==> src/rtl/bram_bus_slave.sv <==
// rtl/bram_bus_slave.sv - serial bus slave driving port A of a 4096x8 block RAM
//
// Purpose:
//   Receives a serial transaction from the bus master (mode bit, then address
//   and optional write data, all LSB first), performs one single-cycle BRAM
//   access, and for reads shifts the returned byte back out LSB first.
//
// Ports:
//   clk        - system clock, rising edge
//   reset      - asynchronous active-low reset
//   s_valid    - master request, sampled only while idle
//   s_mode     - 1 = write, 0 = read, sampled with s_valid
//   s_sdin     - serial address / write-data bit, LSB first
//   s_ready    - slave idle and BRAM not busy (combinational)
//   s_rvalid   - s_sdout carries a read-data bit
//   s_sdout    - serial read-data bit, LSB first
//   s_done     - one-cycle completion pulse
//   bram_addr  - BRAM port-A address (holds between transactions)
//   bram_din   - BRAM port-A write data (holds between transactions)
//   bram_dout  - BRAM port-A read data
//   bram_en    - BRAM port-A enable
//   bram_we    - BRAM port-A write enable
//   bram_busy  - BRAM reset-busy; no access may be issued while high

module bram_bus_slave #(
    parameter int ADDR_W     = 12,
    parameter int DATA_W     = 8,
    parameter int RD_LATENCY = 1
) (
    input  logic              clk,
    input  logic              reset,
    input  logic              s_valid,
    input  logic              s_mode,
    input  logic              s_sdin,
    output logic              s_ready,
    output logic              s_rvalid,
    output logic              s_sdout,
    output logic              s_done,
    output logic [ADDR_W-1:0] bram_addr,
    output logic [DATA_W-1:0] bram_din,
    input  logic [DATA_W-1:0] bram_dout,
    output logic              bram_en,
    output logic              bram_we,
    input  logic              bram_busy
);

    localparam int SHIFT_MAX = (ADDR_W > DATA_W) ? ADDR_W : DATA_W;
    localparam int CNT_W     = $clog2(SHIFT_MAX);
    localparam int LAT_W     = 2;

    typedef enum logic [3:0] {
        IDLE,
        RX_ADDR,
        RX_DATA,
        HOLD,
        MEM_WR,
        MEM_RD,
        RD_WAIT,
        TX,
        DONE
    } state_t;

    state_t             state;
    logic               mode;
    logic [CNT_W-1:0]   bit_cnt;
    logic [LAT_W-1:0]   lat_cnt;
    logic [ADDR_W-1:0]  addr_sr;
    logic [DATA_W-1:0]  wdata_sr;
    logic [DATA_W-1:0]  tx_sr;

    // Shift-register contents including the bit arriving this cycle, so the
    // access can be launched straight from the last receive cycle.
    logic [ADDR_W-1:0]  addr_next;
    logic [DATA_W-1:0]  wdata_next;

    assign addr_next  = {s_sdin, addr_sr[ADDR_W-1:1]};
    assign wdata_next = {s_sdin, wdata_sr[DATA_W-1:1]};

    // State is forced to IDLE during reset, so reset must gate ready explicitly.
    assign s_ready = reset && (state == IDLE) && !bram_busy;

    always_ff @(posedge clk or negedge reset) begin
        if (!reset) begin
            state     <= IDLE;
            mode      <= 1'b0;
            bit_cnt   <= '0;
            lat_cnt   <= '0;
            addr_sr   <= '0;
            wdata_sr  <= '0;
            tx_sr     <= '0;
            s_rvalid  <= 1'b0;
            s_sdout   <= 1'b0;
            s_done    <= 1'b0;
            bram_addr <= '0;
            bram_din  <= '0;
            bram_en   <= 1'b0;
            bram_we   <= 1'b0;
        end else begin
            // Pulsed outputs fall back to zero unless a state re-asserts them.
            s_done   <= 1'b0;
            s_rvalid <= 1'b0;
            s_sdout  <= 1'b0;
            bram_en  <= 1'b0;
            bram_we  <= 1'b0;

            case (state)
                IDLE: begin
                    if (s_valid && s_ready) begin
                        mode    <= s_mode;
                        bit_cnt <= '0;
                        state   <= RX_ADDR;
                    end
                end

                RX_ADDR: begin
                    addr_sr <= addr_next;
                    bit_cnt <= bit_cnt + CNT_W'(1);
                    if (bit_cnt == CNT_W'(ADDR_W - 1)) begin
                        bit_cnt <= '0;
                        if (mode) begin
                            state <= RX_DATA;
                        end else if (!bram_busy) begin
                            // HOLD collapses to nothing when the BRAM is free.
                            bram_en   <= 1'b1;
                            bram_addr <= addr_next;
                            state     <= MEM_RD;
                        end else begin
                            state <= HOLD;
                        end
                    end
                end

                RX_DATA: begin
                    wdata_sr <= wdata_next;
                    bit_cnt  <= bit_cnt + CNT_W'(1);
                    if (bit_cnt == CNT_W'(DATA_W - 1)) begin
                        bit_cnt <= '0;
                        if (!bram_busy) begin
                            bram_en   <= 1'b1;
                            bram_we   <= 1'b1;
                            bram_addr <= addr_sr;
                            bram_din  <= wdata_next;
                            state     <= MEM_WR;
                        end else begin
                            state <= HOLD;
                        end
                    end
                end

                HOLD: begin
                    if (!bram_busy) begin
                        bram_en   <= 1'b1;
                        bram_we   <= mode;
                        bram_addr <= addr_sr;
                        if (mode) begin
                            bram_din <= wdata_sr;
                        end
                        state <= mode ? MEM_WR : MEM_RD;
                    end
                end

                MEM_WR: begin
                    s_done <= 1'b1;
                    state  <= DONE;
                end

                MEM_RD: begin
                    lat_cnt <= '0;
                    state   <= RD_WAIT;
                end

                RD_WAIT: begin
                    // One RD_WAIT cycle per unit of read latency; dout is
                    // sampled on the last one and its LSB goes out next cycle.
                    lat_cnt <= lat_cnt + LAT_W'(1);
                    if (lat_cnt == LAT_W'(RD_LATENCY - 1)) begin
                        tx_sr    <= bram_dout;
                        s_sdout  <= bram_dout[0];
                        s_rvalid <= 1'b1;
                        bit_cnt  <= '0;
                        state    <= TX;
                    end
                end

                TX: begin
                    if (bit_cnt == CNT_W'(DATA_W - 1)) begin
                        s_done <= 1'b1;
                        state  <= DONE;
                    end else begin
                        bit_cnt  <= bit_cnt + CNT_W'(1);
                        tx_sr    <= tx_sr >> 1;
                        s_sdout  <= tx_sr[1];
                        s_rvalid <= 1'b1;
                    end
                end

                DONE: begin
                    state <= IDLE;
                end

                default: begin
                    state <= IDLE;
                end
            endcase
        end
    end

endmodule

==> config.mk <==
export PLATFORM = sky130hd
export DESIGN_NAME = bram_bus_slave
export DESIGN_NICKNAME = d
export VERILOG_FILES = /design/src/rtl/bram_bus_slave.sv
export SDC_FILE = /design/constraint.sdc
export NUM_CORES = 1
export LEC_CHECK = 0
export CORE_AREA = 2 2 98 137
export CTS_CLUSTER_DIAMETER = 60
export CTS_CLUSTER_SIZE = 8
export DETAILED_ROUTE_END_ITERATION = 8
export DIE_AREA = 0 0 100 139
export PLACE_DENSITY_LB_ADDON = 0.1
export SYNTH_ARGS = -nofsm -noshare
export SYNTH_HDL_FRONTEND = slang
export SYNTH_SLANG_ARGS = --single-unit
==> constraint.sdc <==
create_clock -name clk -period 1.9 [get_ports clk]
set_input_delay 0.285 -clock clk [delete_from_list [all_inputs] [get_ports clk]]
set_output_delay 0.285 -clock clk [all_outputs]
set_load 0.02 [all_outputs]
==> summary.txt, run 1 <==
Routed wire length - 7054 um
Vias/cell - 4.476
Fin util - 32.88%
Layout cells sized above 1 - 26.79%
Die height - 139 um
FF+latch count, synth - 63
Setup violations, final - 0
Largest net degree at the start of global routing - 64
CP Capture Type - primary output
Syn_area_per_cell - 11.53 um^2
Diodes inserted - 0
Post-synth EDFFs - 0
Critical path class - reg2out
Mapped Cells - 269
Number of cell rows - 49
Die width - 100 um
Vias in the first global route - 2,252
Die area - 13,900 um^2
Ys flop type - dfrtp_1
Initial DRC count - 74
Post-Syn Nets - 285
Core Footprint - 12,750 um^2
Yosys top cell area share - 50.85%
Fillcell total - 1,331
Synth cell count leaders - dfrtp_1, nor2_1, mux2i_1
DP HPWL - 4743 um
CTS tree - yes
Final worst path period need - 1.870 ns
Total number of vias - 2,189
Placed Instance Area - 3802 um^2
WP data required - 1.62 ns
Worst Skew - 0.007583 ns
Total track usage - 10.90%
TritonCTS buffer count - 9
Setup crit start kind - flip-flop
Register area share after synthesis - 50.85%
Dpl ws - -0.1280 ns
Clk sink count - 63
Final nets - 347
IO buf count - 39
Initial Utilization - 24.31%
Drt drc - 0
Aggregate global routing overflow - 0
Average wire per standard cell - 14.43 um
Crit path cell chain - or4_4 -> nor3b_2 -> buf_4
Antenna violations before repair - 0
I/O Pins - 40
Clk_lat worst skew - 0.33 ns
CTS clock-pin slew for the worst setup and hold paths - 0.05 ns
Clk buf depth - 2
Static Leak - 1.797 nW
Highest cell delay on the worst timing path - 0.55 ns
Most numerous cell in the Yosys netlist - dfrtp_1
Wire length of the first global-routing pass - 11,720 um
DRT Pass-1 Iters - 4
Final Cell Area - 4193 um^2
Routed Antenna Nets - 0
Worst slew margin - 44.64%
Overall power - 0.007778 W
CP max stage cell - or4_4
Least-Margin Pin Slew - 0.8304 ns
Reg-to-reg slack, setup - 0.04 ns
Worst Path Arrival - 1.59 ns
H-tree depth - 3
Maxcap violations - 0
Max frequency - 534.6 MHz
Yosys cell types - 49
Async SR Flop Fraction - 100.0%
Hold Violations, Final - 0
Root cell of the clock tree - clkbuf_16
Final period util - 98.44%
Power per cell area - 1855 nW/um^2
Peak supply drop - 0.0006677 V
Main area contributors after synthesis - dfrtp_1, mux2i_1, mux2_2
Worst min-delay path class - in2async
Slew Viols, Final - 0
Final GP Congestion - 0.6919
RSZ-0062 raised after global routing - true
Status - completed
Cell Area, Synth - 3100 um^2
CP max FO - 3
Area delta synth->final - 35.23%
Synth warnings - 0
Final WS setup - 0.02957 ns
Yosys top cell by area - dfrtp_1
[logic make-up (layout without fill, tap and decap cells)]
group,Yosys count,after routing,share of synthesized area [%]
AO/OA/AOI/OAI,57,57,13.40
XOR/XNOR,2,2,0.5651
adder cells (fa/ha/maj),2,2,0.8070
buffers and inverters,20,87,3.833
flip-flops,63,63,50.85
multiplexers,49,49,16.83
AND/OR/NAND/NOR,76,76,13.72
[placed cells by master (no fill, tap or decap), types with 4 or more instances in the layout]
master,instances
mux2i_1,27
a21oi_1,18
clkbuf_16,9
o21ai_1,8
o21ai_0,4
buf_6,5
nand2b_1,8
nor2_1,28
mux2_2,21
a21oi_2,9
nand2_1,14
buf_4,20
clkdlybuf4s50_1,37
nor3_1,5
inv_1,4
dfrtp_1,63
[what timing repair did]
item,CTS,global route
setup endpoints to repair,8,24
hold buffers,0,0
buffers inserted,2,0
pin swaps,2,3
resized for setup,10,5
[power by group]
group / switching [W] / internal (W) / leakage, nW
Combinational: 0.00174 / 0.00179 / 0.857
Clock: 0.000584 / 0.00132 / 0.164
Sequential: 0.000394 / 0.00195 / 0.776
[flip-flops by register name, indices dropped and copies added (netlist names)]
name / flops
bram_we: 1
s_sdout: 1
bram_en: 1
tx_sr: 7
mode: 1
wdata_sr: 8
s_rvalid: 1
bram_addr: 12
lat_cnt: 2
bram_din: 8
bit_cnt: 4
s_done: 1
state: 4
addr_sr: 12
[area by class of cell]
class | count | area, um^2 | share of cell area [%]
clock buffers | 13 | 250.2 | 5.968
clock inverters | 3 | 90.09 | 2.149
inverters | 5 | 18.77 | 0.4476
multi-input cells | 186 | 1424 | 33.96
flip-flops and latches | 63 | 1577 | 37.60
well taps | 153 | 191.4 | 4.566
repair buffers | 66 | 641.9 | 15.31
[metrics by stage]
step | hold slack (ns) | std cells | setup TNS [ns]
floorplan | -0.01059 | 269 | 0
global placement | 0.4658 | 471 | -0.2011
detailed placement | 0.4748 | 471 | -0.2545
CTS | 0.2797 | 489 | 0
global route | 0.3243 | 489 | -0.1627
finish | 0.2201 | 489 | 0
[worst paths after layout]
path | startpoint | endpoint | depth (start not counted)
worst max-delay path | state[2] | s_ready | 3
worst min-delay path | reset | bram_din[7] | 2
worst max register to register | state[0] | state[2] | 6
worst min register to register | tx_sr[3] | tx_sr[3] | 2
max in group asynchronous | reset | addr_sr[2] | 2
min in group clk | tx_sr[3] | tx_sr[3] | 2
[critical path: cells and delay by family (launching register included)]
family                 cells  cell delay, ns
buffers and inverters      1            0.16
DFF                        1            0.37
and+or+nand+nor            2            0.74
[metal layers]
layer	share of wire, %	wire length (um)	GRT usage, %
met1	45	3187	13.63
met2	50	3507	17.71
met3	3.2	227	3.125
met4	1.9	131	4.110
met5	0	0	0
Power figures use the tool's default switching activity.
==> run 2, diff against run 1 <==
CTS_BUF_LIST = sky130_fd_sc_hd__clkbuf_2   (was not set)
PLACE_DENSITY_LB_ADDON = 0.12   (was 0.1)
clock period = 1.5 ns   (was 1.9 ns; I/O delays follow)
==> run 2 against run 1 <==
Net effect:
- the flow now finishes with violations (negative setup slack)
- combinational power grew 60%
- clock skew grew 0.011 ns
- routed wire length grew 13%
- critical path depth is the same
- die area is the same
- hold slack gained 0.10 ns
- power grew 27%
- register-to-register slack lost 0.50 ns
- via count grew 9.0%
- critical path type unchanged
- largest cell class is now multi-input gates
==> summary.txt, run 2 (same netlist as run 1, synthesis figures left out) <==
Failing checks - negative setup slack
Max frequency - 493.6 MHz
DP HPWL - 5012 um (was 4743 um)
CTS clock-pin slew for the worst setup and hold paths - 0.18 ns (was 0.05 ns)
DRT Pass-1 Iters - 4 (unchanged)
CP max FO - 3 (unchanged)
Final worst path period need - 2.026 ns
Vias/cell - 4.492 (was 4.476)
Total track usage - 11.96% (was 10.90%)
CTS tree - yes (unchanged)
Wire length of the first global-routing pass - 12,930 um (was 11,720 um)
Biggest regs - addr_sr (12), bram_addr (12) (unchanged)
Vias in the first global route - 2,530 (was 2,252)
Worst-case reg-to-reg path depth - 8 (was 6)
IO buf count - 39 (unchanged)
Static Leak - 2.051 nW (was 1.797 nW)
Worst slew margin - 43.79% (was 44.64%)
Power per cell area - 2145 nW/um^2 (was 1855 nW/um^2)
Drt drc - 0 (unchanged)
Worst min-delay path class - in2reg (was in2async)
Slew Viols, Final - 0 (unchanged)
Worst Path Arrival - 1.80 ns (was 1.59 ns)
Final WS setup - -0.5259 ns (was 0.02957 ns)
CP delay by family, top - simple AND/OR/NAND/NOR gates (unchanged)
Core Footprint - 12,750 um^2 (unchanged)
TritonCTS buffer count - 9 (unchanged)
Layout cells sized above 1 - 52.25% (was 26.79%)
Routed wire length - 8001 um (was 7054 um)
WP data required - 1.27 ns (was 1.62 ns)
Setup violations, final - 58 (was 0)
Clk_lat worst skew - 0.51 ns (was 0.33 ns)
Commonest cells after routing, fill and taps aside - dfrtp_1, buf_4, mux2i_1 (was dfrtp_1, clkdlybuf4s50_1, nor2_1)
Die area - 13,900 um^2 (unchanged)
Die height - 139 um (unchanged)
Worst Skew - 0.01874 ns (was 0.007583 ns)
Commonest non-fill, non-tap cell in the layout - dfrtp_1 (unchanged)
Seq. cell area - 1578 um^2 (was 1577 um^2)
Placed cell count - 488 (was 471)
Status - finished, violations left (was completed)
Fin util - 36.09% (was 32.88%)
Hold Path Stages - 2
Least-Margin Pin Slew - 0.8432 ns (was 0.8304 ns)
Peak supply drop - 0.001066 V (was 0.0006677 V)
Antenna violations before repair - 1 (was 0)
Critical path class - reg2out (unchanged)
Die width - 100 um (unchanged)
Average wire per standard cell - 15.07 um (was 14.43 um)
Area delta synth->final - 48.43% (was 35.23%)
Highest cell delay on the worst timing path - 0.53 ns (was 0.55 ns)
Clk sink count - 63 (unchanged)
Largest net degree at the start of global routing - 64 (unchanged)
Final GP Congestion - 0.7871 (was 0.6919)
Worst path bufs/invs - 1 (unchanged)
I/O Pins - 40 (unchanged)
Initial Utilization - 24.31% (unchanged)
Hold Violations, Final - 0 (unchanged)
RSZ-0062 raised after global routing - true (unchanged)
Dpl ws - -0.4306 ns (was -0.1280 ns)
Setup_tns - -15.59 ns (was 0 ns)
Number of cell rows - 49 (unchanged)
Clk buf depth - 2 (unchanged)
Crit path cell chain - or4_4 -> nor3b_2 -> buf_4 (unchanged)
Routed Antenna Nets - 0 (unchanged)
Multi-input logic area - 1684 um^2 (was 1424 um^2)
Final nets - 388 (was 347)
Setup crit start kind - flip-flop (unchanged)
Final non-filler cell total - 531 (was 489)
Total number of vias - 2,385 (was 2,189)
Maxcap violations - 0 (unchanged)
CP max stage cell - or4_4 (unchanged)
H-tree depth - 3 (unchanged)
Root cell of the clock tree - clkbuf_2 (was clkbuf_16)
CP Capture Type - primary output (unchanged)
Worst path depth - 3 (unchanged)
Aggregate global routing overflow - 0 (unchanged)
Initial DRC count - 82 (was 74)
Fillcell total - 1,286 (was 1,331)
Final period util - 135.1%
run 2: final cells by class:
cell class / count / share of cell area [%]
antenna: 1 / 0.05438
clock buffer: 11 / 1.196
clock inverter: 5 / 1.577
inverter: 5 / 0.4078
multi-input combinational: 186 / 36.60
sequential: 63 / 34.28
tap: 153 / 4.160
timing repair buffer: 107 / 21.72
run 2: final timing paths:
kind,slack (ns),start,end
setup / recovery,-0.53,state[1],s_ready
hold / removal,0.32,bram_dout[0],s_sdout
setup reg to reg,-0.46,state[0],bram_addr[11]
hold reg to reg,0.50,tx_sr[4],tx_sr[4]
max in group asynchronous,0.47,reset,state[1]
min in group asynchronous,0.44,reset,s_done
run 2: layer usage:
metal	vias up	global-route usage, %	share of wire [%]
met5	-	0	0
met4	0	5.624	2.3
met3	11	3.075	3.0
met2	41	19.67	50
met1	1168	14.48	45
li1	1165	-	-
run 2: repair_timing:
item | CTS | global route
cloned | 3 | 3
pin swaps | 7 | 7
setup endpoints to repair | 86 | 79
hold buffers | 1 | 0
gates resized for setup | 91 | 61
hold endpoints to repair | 63 | 0
setup buffers | 5 | 15
run 2: power breakdown:
| group | total, W | internal (W) | switching (W) |
|---|---|---|---|
| combinational | 0.00566 | 0.00301 | 0.00265 |
| sequential | 0.00302 | 0.00245 | 0.000571 |
| clock | 0.00119 | 0.000553 | 0.000641 |
| total | 0.00987 | 0.00601 | 0.00386 |
run 2: metrics by stage:
step	total power, W	instance area, um^2	hold slack (ns)
floorplan	0.006196	3256	-0.07059
global placement	0.007880	4055	0.4683
detailed placement	0.007949	4055	0.4753
CTS	0.009427	4372	0.2611
global route	0.01059	4602	0.2722
finish	0.009872	4602	0.3199
